**src/rtl/sound_tone_player.sv**
```systemverilog
// Square-wave tone player: phase-accumulator DDS driving a speaker pin and an amplitude word,
// with a half-volume release tail. Define SOUND_OCTAVE_CHIRP_EN to step the tone up an octave after CHIRP_CYCLES.
module sound_tone_player #(
    parameter int                  ACC_W            = 32,
    parameter int                  FREQ_W           = 10,
    parameter int                  PHASE_INC_PER_HZ = 86,
    parameter int                  SAMPLE_W         = 8,
    parameter logic [SAMPLE_W-1:0] AMP              = 8'd200,
    parameter int                  TAIL_CYCLES      = 5000000,
    parameter int                  CHIRP_CYCLES     = 25000000
) (
    input  logic                clk,
    input  logic                reset,
    input  logic                enable_sound,
    input  logic [FREQ_W-1:0]   sound_freq,
    output logic                speaker_bit,
    output logic [SAMPLE_W-1:0] audio_out,
    output logic                busy
);

    localparam int TAIL_W = 26;
    localparam logic [TAIL_W-1:0] TAIL_LOAD = TAIL_W'(TAIL_CYCLES - 1);

    typedef enum logic [1:0] {IDLE, TONE, TAIL} state_t;

    state_t             state_q, state_d;
    logic [ACC_W-1:0]   acc_q, acc_d;
    logic [FREQ_W-1:0]  freq_q, freq_d;
    logic [TAIL_W-1:0]  tail_q, tail_d;
    logic               en_q;
    logic               rise, fall;
    logic [ACC_W-1:0]   inc_base, inc;

    assign rise     = enable_sound & ~en_q;
    assign fall     = ~enable_sound & en_q;
    assign inc_base = ACC_W'(freq_q) * ACC_W'(PHASE_INC_PER_HZ);

`ifdef SOUND_OCTAVE_CHIRP_EN
    localparam int CHIRP_W = $clog2(CHIRP_CYCLES + 1);

    logic [CHIRP_W-1:0] chirp_q, chirp_d;
    logic               chirp_hit;

    // The counter is only cleared on TONE entry, so a chirp that fired in TONE carries into TAIL.
    assign chirp_hit = (chirp_q == CHIRP_W'(CHIRP_CYCLES));
    assign inc       = chirp_hit ? (inc_base << 1) : inc_base;

    always_comb begin
        chirp_d = chirp_q;
        if (state_d == TONE && state_q != TONE) begin
            chirp_d = '0;
        end else if (state_q == TONE && !chirp_hit) begin
            chirp_d = chirp_q + CHIRP_W'(1);
        end
    end

    always_ff @(posedge clk) begin
        if (reset) begin
            chirp_q <= '0;
        end else begin
            chirp_q <= chirp_d;
        end
    end
`else
    assign inc = inc_base;
`endif

    always_comb begin
        state_d = state_q;
        acc_d   = acc_q;
        freq_d  = freq_q;
        tail_d  = tail_q;
        case (state_q)
            IDLE: begin
                acc_d = '0;
                if (rise) begin
                    freq_d  = sound_freq;
                    state_d = TONE;
                end
            end
            TONE: begin
                acc_d = acc_q + inc;
                if (fall) begin
                    tail_d  = TAIL_LOAD;
                    state_d = TAIL;
                end
            end
            TAIL: begin
                // A retrigger wins over the tail running out on the same cycle.
                if (rise) begin
                    freq_d  = sound_freq;
                    acc_d   = '0;
                    state_d = TONE;
                end else if (tail_q == '0) begin
                    acc_d   = '0;
                    state_d = IDLE;
                end else begin
                    acc_d  = acc_q + inc;
                    tail_d = tail_q - TAIL_W'(1);
                end
            end
            default: begin
                acc_d   = '0;
                state_d = IDLE;
            end
        endcase
    end

    always_ff @(posedge clk) begin
        if (reset) begin
            state_q <= IDLE;
            acc_q   <= '0;
            freq_q  <= '0;
            tail_q  <= '0;
            en_q    <= 1'b0;
        end else begin
            state_q <= state_d;
            acc_q   <= acc_d;
            freq_q  <= freq_d;
            tail_q  <= tail_d;
            en_q    <= enable_sound;
        end
    end

    assign busy        = (state_q != IDLE);
    assign speaker_bit = busy & acc_q[ACC_W-1];
    assign audio_out   = !speaker_bit      ? '0  :
                         (state_q == TONE) ? AMP : (AMP >> 1);

endmodule

```
**config.mk**
```make
export PLATFORM = sky130hd
export DESIGN_NAME = sound_tone_player
export DESIGN_NICKNAME = d
export VERILOG_FILES = /design/src/rtl/sound_tone_player.sv
export SDC_FILE = /design/constraint.sdc
export NUM_CORES = 1
export LEC_CHECK = 0
export ABC_AREA = 0
export BUFFER_PORTS_ARGS = -buffer_cell sky130_fd_sc_hd__buf_4
export CORE_MARGIN = 4
export CORE_UTILIZATION = 60
export DETAILED_ROUTE_END_ITERATION = 10
export GPL_ROUTABILITY_DRIVEN = 0
export HOLD_SLACK_MARGIN = 0.12
export PLACE_DENSITY_LB_ADDON = 0.1
export REMOVE_ABC_BUFFERS = 1
export SKIP_LAST_GASP = 1
export SLEW_MARGIN = 20
export SYNTH_ARGS = -nofsm -noshare
export SYNTH_HDL_FRONTEND = slang
export SYNTH_SLANG_ARGS = --single-unit
```
**constraint.sdc**
```tcl
create_clock -name clk -period 11 [get_ports clk]
set_input_delay 2.2 -clock clk [delete_from_list [all_inputs] [get_ports clk]]
set_output_delay 2.2 -clock clk [all_outputs]
set_load 0.01 [all_outputs]
```
==> results of run 1 <==
[flip-flops by register name, summed over array words and instances (netlist names)]
name     cells
en_q         1
acc_q       31
tail_q      26
freq_q      10
state_q      2
[how the worst max path moves through the flow]
stage | start | end | slack (ns) | cells after the start
floorplan | freq_q[3] | acc_q[26] | 6.33 | 17
global placement | freq_q[3] | acc_q[30] | 6.12 | 17
detailed placement | freq_q[3] | acc_q[26] | 5.99 | 17
CTS | freq_q[3] | acc_q[26] | 5.95 | 17
global route | freq_q[3] | acc_q[26] | 5.59 | 17
finish | freq_q[3] | acc_q[28] | 5.95 | 17
[area by class of cell]
| type | instances | area, sq um | area share |
|---|---|---|---|
| clock buffers | 11 | 151 | 0.0269 |
| flip-flops and latches | 70 | 1400 | 0.249 |
| well taps | 105 | 131 | 0.0234 |
| repair buffers | 21 | 158 | 0.0280 |
| inverters | 50 | 188 | 0.0334 |
| clock inverters | 5 | 32.5 | 0.00578 |
| multi-input cells | 476 | 3560 | 0.633 |
[critical path, delay by kind of cell (launching register included)]
family | cells | cell delay [ns]
adder cells (fa/ha/maj) | 5 | 2.06
AO/OA/AOI/OAI | 6 | 1.21
AND/OR/NAND/NOR | 3 | 1.00
flip-flops | 1 | 0.42
XOR/XNOR | 1 | 0.14
buffers and inverters | 2 | 0.09
[layout by cell type, fill, tap and decap left out, drive strengths merged, types with 2 or more instances in the layout]
| master | Yosys | routed |
|---|---|---|
| o21bai | 2 | 2 |
| o31a | 3 | 3 |
| ha | 63 | 63 |
| dfxtp | 70 | 70 |
| a31oi | 6 | 6 |
| nor2 | 50 | 50 |
| nor4 | 9 | 9 |
| and2 | 6 | 6 |
| and4 | 2 | 2 |
| a2111oi | 2 | 2 |
| o21ai | 21 | 21 |
| o211ai | 5 | 5 |
| o21a | 9 | 9 |
| fa | 14 | 14 |
| conb | 1 | 3 |
| xor2 | 19 | 19 |
| o31ai | 7 | 7 |
| or3 | 11 | 11 |
| a21o | 7 | 7 |
| a41oi | 3 | 3 |
| nor2b | 7 | 7 |
| nand3b | 3 | 3 |
| and3 | 6 | 6 |
| or4 | 10 | 10 |
| clkinv | 0 | 4 |
| mux2i | 7 | 7 |
| a21bo | 2 | 2 |
| inv | 50 | 51 |
| a21boi | 5 | 5 |
| nor3 | 15 | 15 |
| a211oi | 9 | 9 |
| clkbuf | 7 | 11 |
| nand3 | 16 | 16 |
| nand4 | 5 | 5 |
| buf | 11 | 21 |
| a21oi | 48 | 48 |
| nand2 | 55 | 55 |
| or2 | 6 | 6 |
| xnor2 | 17 | 17 |
| nand2b | 11 | 11 |
[cell families after synthesis]
group                      synth area share
muxes                                0.0133
AOI/OAI and AO/OA                     0.179
xor gates and xnor gates             0.0598
adders and majority gates             0.203
other                              0.000711
and+or+nand+nor                       0.218
buffers and inverters                0.0598
DFF                                   0.266
[metrics by stage]
step / hold WS, ns / instances / setup WS [ns]
after detailed placement: 0.467 / 722 / 5.99
final: 0.480 / 738 / 5.95
after global placement: 0.456 / 722 / 6.12
after floorplan: 0.446 / 596 / 6.33
after global routing: 0.512 / 738 / 5.59
after CTS: 0.486 / 738 / 5.95
[power by group through the flow]
stage | Clock [mW] | Combinational (mW) | Sequential (mW)
global route | 0.214 | 0.717 | 0.365
floorplan | 0 | 0.507 | 0.349
detailed placement | 0 | 0.630 | 0.362
CTS | 0.202 | 0.636 | 0.357
global placement | 0 | 0.612 | 0.358
finish | 0.198 | 0.634 | 0.357
[per-layer routing]
metal	global-route usage	up-vias
li1	-	2189
met1	0.284	2035
met2	0.380	61
met3	0.0310	15
met4	0.0777	0
met5	0	-
==> summary.txt, run 1 <==
Outcome
  – Status: finished, final reports clean

STA
  – Final setup fails: 0
  – Max-slew violations: 0
  – Worst relative slew slack: 0.475
  – Hold Violations, Final: 0
  – Clock skew: between 0.015 and 0.02 ns
  – Clock period minus worst slack: approximately 5 ns
  – Peak Freq: 198 MHz
  – Setup total negative slack: 0 ns
  – RSZ-0062 raised after global routing: false
  – Worst-margin pin slew: 0.788 ns
  – Tcrit/Tclk final: 0.459

Clock tree
  – Post-CTS repair timing setup buffer count: 0
  – CTS Root Buffer Type: clkbuf_8
  – H-tree levels: 3
  – Worst-path clk slew: 0.08 ns
  – CTS buffer count: 9
  – Sink Count: 70
  – CTS Hold Bufs: 0
  – Insertion delay to the later sink of the worst-skew pair: 0.34 ns
  – Max clock buf depth: 2
  – Post_cts resized: 0
  – CTS tree: done

Floorplan
  – Rows: 33
  – Core Region: roughly 0.0084 sq mm
  – Chip Width: 102 microns
  – Total die area: roughly 0.010 sq mm
  – I/O pin total: 23
  – Die H: 102 microns
  – Initial Utilization: 0.629

Critical path
  – CP Launch Type: register
  – Worst path cell trace: ha_1 > fa_1 > inv_1 > fa_1 > inv_1 > ha_1 > or2_2 > a21oi_1 > a21oi_1 > a211oi_1 > xnor2_1 > ha_1 > nand2_1 > or4_1 > o211ai_2 > a31oi_1 > o21a_1
  – Slowest-stage cell, CP: or4_1
  – Req. time, crit path: around 11 ns
  – R2R Setup Slk: 5.95 ns
  – Reg2reg start: freq_q[3]
  – Most used cell, CP: ha_1
  – R2r endpoint: acc_q[28]
  – Worst endpoint data arrival time: 5.29 ns
  – FF-to-FF path depth: 17
  – Crit path kind: register to register
  – Crit path max fanout: 6
  – Slowest stage delay, CP: between 0.5 and 0.6 ns
  – Crit path capture type: register

Global routing
  – Initial antenna violation count: 0
  – Grt ovf: 0
  – Vias in the first global route: 4149
  – First-pass GRT wire length: approximately 19 mm
  – Largest net degree at the start of global routing: 29
  – GRT Total Usage: 0.221

Routing
  – ANT nets after route: 0
  – Post-Route M1 WL: 5.14 mm
  – Total vias in the final route: 4300
  – DR WL/cell: 14.8 microns
  – Highest routed layer: met4
  – Wire length on met3: 264 microns
  – Post-Route WL: 10.9 mm
  – Vias/cell: 5.83
  – TritonRoute pass-1 iters: 4
  – Met2 Wirelength: 5.33 mm
  – Drt drc: 0
  – 1st-iter DRT viols: between 100 and 150

Synth
  – Area share of the largest cell type after synthesis: 0.266
  – Ys async rst share: 0
  – Synth top area cells: dfxtp_1, ha_1, fa_1
  – Synthesis Warnings: 0
  – Most frequent cells after synthesis: dfxtp_1, ha_1, nand2_1
  – Post-synth EDFFs: 0
  – Mapped Area: 0.00527 sq mm
  – Cell accounting for the most synthesized area: dfxtp_1
  – Sequential cell area fraction in the yosys report: 0.266
  – Most common cell in the netlist: dfxtp_1
  – Syn Inst Count: around 610
  – Synth Flop Type: dfxtp_1
  – Flops & latches, synth: 70
  – Avg Cell Area, Syn: 8.60 sq um
  – Netlist cell types: 73

Final layout
  – Final core utilization: 0.671
  – Layout Nets: 718
  – Fill cells: 685
  – Layout area overhead: 6.69%
  – Layout cell share with drive strength beyond 1: 0.101
  – Design area: between 0.005 and 0.006 sq mm
  – Number of inserted diodes: 0

Place
  – # port buffers: 19
  – HPWL Detailed: slightly above 8 mm
  – Placed Area: 0.00544 sq mm

Power and ir drop
  – Flop pwr share: 0.301
  – Sw Ratio: 0.447
  – Worst vdd ir: ~0.18 mV
  – Internal power: 0.658 mW
  – Clock Power Share: 0.166
  – P_leak: 2.55 nW
  – PD cells: 211 mW/mm^2
  – P_sw: 0.531 mW
  – Comb pwr share: 0.533
  – Overall power: roughly 1.2 mW

Run
  – Number of max-cap violations: 0

Worst hold path
  – Worst hold path type: register to register
  – Hold path depth: 2
  – Hold Crit Start: acc_q[21]
  – Hold endpoint: acc_q[21]
Power figures use the tool's default switching activity.
==> run 2, diff against run 1 <==
--- a/config.mk
+++ b/config.mk
@@ -8,7 +8,7 @@
 export ABC_AREA = 0
 export BUFFER_PORTS_ARGS = -buffer_cell sky130_fd_sc_hd__buf_4
 export CORE_MARGIN = 4
-export CORE_UTILIZATION = 60
+export CORE_UTILIZATION = 57
 export DETAILED_ROUTE_END_ITERATION = 10
 export GPL_ROUTABILITY_DRIVEN = 0
 export HOLD_SLACK_MARGIN = 0.12
==> constraint.sdc (replaced) <==
create_clock -name clk -period 4.5 [get_ports clk]
set_input_delay 0.9 -clock clk [delete_from_list [all_inputs] [get_ports clk]]
set_output_delay 0.9 -clock clk [all_outputs]
set_load 0.01 [all_outputs]
==> run 2 against run 1 <==
The flow now finishes with violations (negative setup slack). First-iteration DRC count rose by 37%. Die area rose by 4.8%. Global-route usage rose by 0.31 points. Routed wire length rose by 10%. Flip-flop and latch count did not move. Cell count rose by 6.9%. Via count rose by 6.1%. Fmax rose by 6.7%. Sequential share of layout area fell by 2.5 points. Worst hold slack improved by 0.0023 ns. Cell area rose by 13%.
==> summary.txt, run 2 (synthesized netlist as in run 1, its figures left out) <==
Outcome
  – Status: finished, violations left
  – Violated checks: negative setup slack

STA
  – Setup total negative slack: -2.78 ns
  – Clock period minus worst slack: 4.73 ns
  – Worst-margin pin slew: 0.868 ns
  – Max-slew violations: 0
  – Final setup fails: 16
  – Clock skew: between 0.015 and 0.02 ns
  – RSZ-0062 raised after global routing: true
  – Setup WS post-layout: -0.234 ns
  – Min Hold Slack: 0.482 ns
  – Peak Freq: roughly 210 MHz
  – Hold Violations, Final: 0
  – Tcrit/Tclk final: 1.05
  – Worst relative slew slack: 0.421

Clock tree
  – CTS Root Buffer Type: clkbuf_8
  – Max clock buf depth: 2
  – CTS buffer count: 9
  – Sink Count: 70
  – H-tree levels: 3
  – CTS tree: done
  – Worst-path clk slew: approximately 0.09 ns
  – Insertion delay to the later sink of the worst-skew pair: roughly 0.35 ns

Critical path
  – FF-to-FF path depth: 21
  – Req. time, crit path: 4.78 ns
  – Crit path max fanout: 16
  – Crit path kind: register to register
  – CP Launch Type: register
  – Crit path capture type: register
  – Worst endpoint data arrival time: 5.01 ns

Final layout
  – Number of inserted diodes: 0
  – Storage element area: between 0.001 and 0.0015 sq mm
  – Layout area overhead: 20.2%
  – Most frequent cells in the layout: buf_4, dfxtp_1, nand2_1
  – Commonest non-fill, non-tap cell in the layout: buf_4
  – Layout Nets: approximately 770
  – Largest register FFs: 31
  – Final core utilization: 0.716
  – Largest regs: acc_q: 31 flops, tail_q: 26 flops, freq_q: 10 flops
  – Layout Cells excl Fill: just under 800
  – Multi-input logic area: 0.00386 sq mm
  – Layout cell share with drive strength beyond 1: 0.232
  – Reg with most FFs: acc_q
  – Design area: between 0.006 and 0.007 sq mm
  – Fill cells: 698

Floorplan
  – Core Region: 0.00885 sq mm
  – Rows: 34
  – Chip Width: 104 microns
  – Total die area: 0.0109 sq mm
  – Die H: 104 microns
  – I/O pin total: 23
  – Initial Utilization: 0.596

Routing
  – Vias/cell: 5.78
  – Drt drc: 0
  – Total vias in the final route: 4564
  – Post-Route WL: 12.0 mm
  – DR WL/cell: 15.2 microns
  – TritonRoute pass-1 iters: 4
  – ANT nets after route: 0
  – 1st-iter DRT viols: 185

Place
  – Placed Area: 0.00580 sq mm
  – # port buffers: 19
  – Pre-CTS WS: -0.362 ns
  – Placed cell count: 771
  – HPWL Detailed: roughly 8.7 mm

Power and ir drop
  – Worst vdd ir: about 0.44 mV
  – PD cells: 504 mW/mm^2
  – P_leak: 2.80 nW
  – Overall power: 3.19 mW

Global routing
  – GRT Total Usage: 0.224
  – Initial antenna violation count: 0
  – Vias in the first global route: between 4000 and 5000
  – First-pass GRT wire length: 20.4 mm
  – Grt ovf: 0
  – Largest net degree at the start of global routing: 29

Worst hold path
  – Worst hold path type: register to register
  – Hold path depth: 2

Run
  – Number of max-cap violations: 0
run 2: changes by cell type in the layout (fill, tap and decap cells not counted), moves of 6 or more:
cell,change
a21oi_1,-7
a21oi_2,+6
buf_4,+49
dfxtp_1,-6
ha_1,-14
ha_4,+13
run 2: repair_timing:
item | 4_1_cts | 5_1_grt
setup buffers | 3 | 3
gates cloned | 0 | 0
resized for setup | 42 | 18
pin swaps | 34 | 21
endpoints found under the setup margin | 16 | 19
hold buffers | 0 | 0
run 2: worst max-delay path: stages (launching register included):
cell,delay (ns)
dfxtp_4,0.37
ha_4,0.24
fa_1,0.53
inv_1,0.06
fa_1,0.54
inv_1,0.06
ha_4,0.21
or2_4,0.27
o311a_4,0.14
a41o_1,0.23
buf_4,0.13
o211ai_1,0.20
xnor2_1,0.12
ha_1,0.32
buf_4,0.12
inv_1,0.03
o21ai_1,0.12
a41oi_1,0.05
a21boi_4,0.16
buf_12,0.15
or4_1,0.46
a21oi_1,0.12
run 2: path summary, 6_finish.rpt:
check	from	to	slack [ns]
worst max register to register	freq_q[3]	acc_q[27]	-0.23
worst min register to register	acc_q[30]	acc_q[30]	0.48
worst max-delay path	freq_q[3]	acc_q[27]	-0.23
worst min-delay path	acc_q[30]	acc_q[30]	0.48
run 2: final cells by class:
cell class,instances,share of cell area
multi-input cells,476,0.609
flip-flops and latches,70,0.224
repair buffers,71,0.0861
inverters,50,0.0296
clock buffers,10,0.0217
well taps,108,0.0213
clock inverters,4,0.00770
run 2: power breakdown:
group | internal (mW) | switching [mW]
Combinational | 0.826 | 0.990
Sequential | 0.734 | 0.136
Clock | 0.264 | 0.240
Total | 1.82 | 1.37
run 2: metal layers:
| layer | part of all wire | vias to the layer above | track usage | wire length (microns) |
|---|---|---|---|---|
| li1 | - | 2289 | - | - |
| met1 | 0.44 | 2169 | 0.273 | 5330 |
| met2 | 0.51 | 80 | 0.403 | 6090 |
| met3 | 0.031 | 26 | 0.0410 | 374 |
| met4 | 0.019 | 0 | 0.0665 | 223 |
| met5 | 0 | - | 0 | 0 |
